**config.mk**
```make
export PLATFORM = sky130hd
export DESIGN_NAME = ripple_add_sequencer
export DESIGN_NICKNAME = d
export VERILOG_FILES = /design/src/rtl/ripple_add_sequencer.sv
export SDC_FILE = /design/constraint.sdc
export NUM_CORES = 1
export LEC_CHECK = 0
export ABC_CLOCK_PERIOD_IN_PS = 2850
export CORE_MARGIN = 5
export CORE_UTILIZATION = 36
export CTS_CLUSTER_DIAMETER = 120
export DETAILED_ROUTE_END_ITERATION = 6
export PLACE_DENSITY = 0.72
export SYNTH_ARGS = -nofsm -noshare
export SYNTH_HDL_FRONTEND = slang
export SYNTH_SLANG_ARGS = --single-unit
```
**constraint.sdc**
```tcl
create_clock -name clk -period 2.85 [get_ports clk]
set_input_delay 0.7125 -clock clk [delete_from_list [all_inputs] [get_ports clk]]
set_output_delay 0.7125 -clock clk [all_outputs]
set_load 0.1 [all_outputs]
```
**src/rtl/ripple_add_sequencer.sv**
```systemverilog
// Sequential WIDTH-bit adder built from one shared 4-bit ripple slice.
// Feeds the slice a nibble per clock, LSB first, carrying between cycles.
module ripple_add_sequencer #(
    parameter int WIDTH = 16
) (
    input  logic             clk,
    input  logic             rst_n,
    input  logic             start,
    input  logic [WIDTH-1:0] op_a,
    input  logic [WIDTH-1:0] op_b,
    input  logic             cin,
    output logic             busy,
    output logic             done,
    output logic [WIDTH-1:0] sum,
    output logic             cout,
    output logic [3:0]       add_a,
    output logic [3:0]       add_b,
    output logic             add_cin,
    input  logic [3:0]       add_s,
    input  logic             add_cout
);
    localparam int NSLICE = WIDTH / 4;
    localparam int IW = (NSLICE > 1) ? $clog2(NSLICE) : 1;
    localparam logic [IW-1:0] LAST = IW'(NSLICE - 1);

    typedef enum logic [1:0] {
        IDLE,
        RUN,
        DONE
    } state_t;

    state_t           state;
    state_t           state_nx;
    logic [IW-1:0]    idx;
    logic             carry;
    logic [WIDTH-1:0] a_q;
    logic [WIDTH-1:0] b_q;

    always_ff @(posedge clk or negedge rst_n) begin
        if (!rst_n) begin
            state <= IDLE;
        end else begin
            state <= state_nx;
        end
    end

    always_comb begin
        state_nx = state;
        unique case (state)
            IDLE: if (start) state_nx = RUN;
            RUN:  if (idx == LAST) state_nx = DONE;
            DONE: state_nx = IDLE;
            default: state_nx = IDLE;
        endcase
    end

    // Slice results are only captured in RUN, so X outside RUN never lands
    always_ff @(posedge clk or negedge rst_n) begin
        if (!rst_n) begin
            idx   <= '0;
            carry <= 1'b0;
            a_q   <= '0;
            b_q   <= '0;
            sum   <= '0;
            cout  <= 1'b0;
        end else begin
            unique case (state)
                IDLE: begin
                    if (start) begin
                        a_q   <= op_a;
                        b_q   <= op_b;
                        carry <= cin;
                        idx   <= '0;
                    end
                end
                RUN: begin
                    carry <= add_cout;
                    for (int i = 0; i < NSLICE; i++) begin
                        if (idx == IW'(i)) begin
                            sum[4*i +: 4] <= add_s;
                        end
                    end
                    if (idx == LAST) begin
                        cout <= add_cout;
                    end else begin
                        idx <= idx + 1'b1;
                    end
                end
                default: ;
            endcase
        end
    end

    always_comb begin
        add_a   = 4'h0;
        add_b   = 4'h0;
        add_cin = 1'b0;
        if (state == RUN) begin
            add_cin = carry;
            for (int i = 0; i < NSLICE; i++) begin
                if (idx == IW'(i)) begin
                    add_a = a_q[4*i +: 4];
                    add_b = b_q[4*i +: 4];
                end
            end
        end
    end

    assign busy = (state != IDLE);
    assign done = (state == DONE);

endmodule

```
==> summary.md, run 1 <==
| Metric | Value |
|---|---|
| I/O pin cnt | roughly 70 |
| Setup tns final | 0 ps |
| Hold_buf cts | 0 |
| Register area share after synthesis | 0.562 |
| First-pass GRT wire length | about 9500 µm |
| Pin count of the biggest net entering global routing | 55 |
| Max Slew Vio Count | 0 |
| Post-DP HPWL | roughly 4000 µm |
| Worst slack at placement | -28.6 ps |
| CORE AREA | around 6400 µm² |
| CTS Buf Count | 5 |
| Row cnt | 29 |
| Starting DRT DRC Count | 39 |
| Status | finished clean |
| # diodes | 0 |
| Most frequent cells in the layout | dfrtp_1 (54), clkdlybuf4s50_1 (39), mux2_2 (31) |
| Slowest cell on crit path | dfrtp_1 |
| Unrepaired setup endpoints after global routing | yes |
| Crit path cell chain | inv_1 -> ha_1 -> nor2b_4 -> a221oi_1 -> o41ai_4 -> buf_12 |
| Fin Clk Skew | about 11 ps |
| Max incr delay on CP | 430 ps |
| Synth unique cells | 28 |
| Type of the worst min-delay path | reg -> reg |
| H-tree levels | 2 |
| Initial antenna violation count | 0 |
| Longest Clk Path Bufs | 2 |
| Final WL | approximately 5600 µm |
| Crit Path Max Fanout | 7 |
| DR DRC count | 0 |
| Post-route insts no fill | about 330 |
| Max Cap Viol | 0 |
| Mapped Cells | around 180 |
| Worst setup margin | approximately 110 ps |
| Count of input and output buffers | about 70 |
| Synthesis Warnings | 0 |
| Overflow after GRT | 0 |
| Final hold vios | 0 |
| Full die area | 8420 µm² |
| Setup Crit Path Kind | reg -> out |
| Main flop type after synthesis | dfrtp_1 |
| Vias per cell | 5.01 |
| Final Cycle Share | 0.962 |
| Total GRT Usage | 0.139 |
| Mapped Nets | around 220 |
| Die W | between 90 and 100 µm |
| Critical Path End Type | primary output |
| Layout area overhead | 45.0% |
| Vias in the first global route | approximately 1800 |
| Drt wl/cell | ~17 µm |
| Async SR Flop Fraction | 1.00 |
| Final instance area | 3490 µm² |
| Post-synth EDFFs | 0 |
| CTS clk-pin slew, worst paths | roughly 100 ps |
| CTS tree | yes |
| DR vias | 1628 |
| Starting Density | 0.375 |
| Total placed cells including tap cells | approximately 320 |
| # clock sinks | 54 |
| Layout cell share with drive strength beyond 1 | 0.359 |
| Mapped Area | 2410 µm² |
| Commonest non-fill, non-tap cell in the layout | dfrtp_1 |
| Startpoint types | flop |
| Drt pass-1 iters | 4 |
| Worst-margin pin slew | just under 700 ps |
| Post-layout min period | between 2000 and 3000 ps |
| Slew HR | 0.543 |
| Arrival @ worst endpoint | a little over 2000 ps |
| Final setup viols | 0 |
| Root Buffer | clkbuf_8 |
| Final RePlAce weighted congestion | roughly 0.73 |
| Syn Area/Cell | 13.7 µm² |
| Required @ worst endpoint | 2140 ps |
| Die height | 91.8 µm |
| Post-synthesis register bit count | between 50 and 60 |
| Skew-Pair Late Insertion Delay | 300 ps |
| Placed Instance Area | about 3300 µm² |
| Layout Nets | 292 |
| Fmax | between 300 and 400 MHz |
| Antenna Violating Nets Remaining | 0 |
-- registers in the layout, summed over array words and instances, names as in the netlist --
| register | flops |
|---|---|
| b_q | 16 |
| state | 2 |
| carry | 1 |
| cout | 1 |
| sum | 16 |
| idx | 2 |
| a_q | 16 |
-- metrics by stage --
stage	utilization	hold slack [ps]
final	0.543	500
after global routing	0.543	522
after floorplan	-	417
after global placement	0.521	475
after detailed placement	0.521	483
after CTS	0.541	506
-- synthesized netlist by cell type, types with 2 or more instances --
master,instances,area [µm²]
a21oi_1,2,10.0
buf_6,3,33.8
ha_1,4,50.1
buf_2,2,10.0
clkbuf_1,4,15.0
mux2_2,31,349
a221oi_1,7,61.3
nand3_1,7,35.0
o21ai_0,2,10.0
nand2_1,5,18.8
nor2b_1,10,62.6
dfrtp_1,54,1350
inv_1,4,15.0
mux2_1,19,214
o41ai_1,7,61.3
buf_1,2,7.51
nand2b_1,2,12.5
-- per-layer routing --
layer | vias up | GRT usage | share of wire
met5 | - | 0 | 0
met4 | 0 | 0.0371 | 0.0072
met3 | 2 | 0.0278 | 0.039
met2 | 34 | 0.229 | 0.50
met1 | 811 | 0.188 | 0.45
li1 | 781 | - | -
-- final timing paths --
kind / from / end / slack, ps / depth (start not counted)
max: idx[0] / add_a[3] / 110 / 6
min: b_q[8] / b_q[8] / 500 / 1
max reg2reg: state[1] / sum[2] / 970 / 3
min reg2reg: b_q[8] / b_q[8] / 500 / 1
max in group asynchronous: rst_n / a_q[0] / 1860 / 2
min in group asynchronous: rst_n / sum[9] / 530 / 2
-- worst max-delay path, delay by kind of cell (launching register included) --
kind	cells	cell delay [ps]
buf+inv	2	320
simple gates	1	320
fa+ha+maj	1	190
flops	1	430
compound gates	2	470
-- repair_timing --
action,in CTS,in global routing
endpoints found under the setup margin,7,4
gates cloned,0,0
pin swaps,0,3
setup buffers,0,1
gates resized for setup,2,1
hold endpoints to repair,0,0
-- layout make-up --
cell class / instances / area [µm²]
Clock buffer: 6 / 82.6
Clock inverter: 2 / 38.8
Fill cell: 541 / 2930
Inverter: 4 / 15.0
Multi-Input combinational cell: 107 / 1120
Sequential cell: 54 / 1350
Tap cell: 77 / 96.3
Timing Repair Buffer: 75 / 783
-- cell families after synthesis --
logic type / count (synthesis) / share of synthesized area
DFF: 54 / 0.562
muxes: 50 / 0.234
and+or+nand+nor: 33 / 0.0822
AOI/OAI and AO/OA: 20 / 0.0676
buffers and inverters: 15 / 0.0338
adders and majority gates: 4 / 0.0208
Power of run 1 is left out: the tool's default activity adds up to more than one toggle a clock period on the data nets, which glitch-free logic cannot reach.
==> run 2: changes to the inputs <==
--- a/config.mk
+++ b/config.mk
@@ -6,6 +6,7 @@
 export NUM_CORES = 1
 export LEC_CHECK = 0
 export ABC_CLOCK_PERIOD_IN_PS = 2850
+export CAP_MARGIN = 0
 export CORE_MARGIN = 5
 export CORE_UTILIZATION = 36
 export CTS_CLUSTER_DIAMETER = 120
==> results of run 2 <==
The final DEF is identical to that of run 1; final timing and power are the same.
Power of run 2 is left out for the same reason.
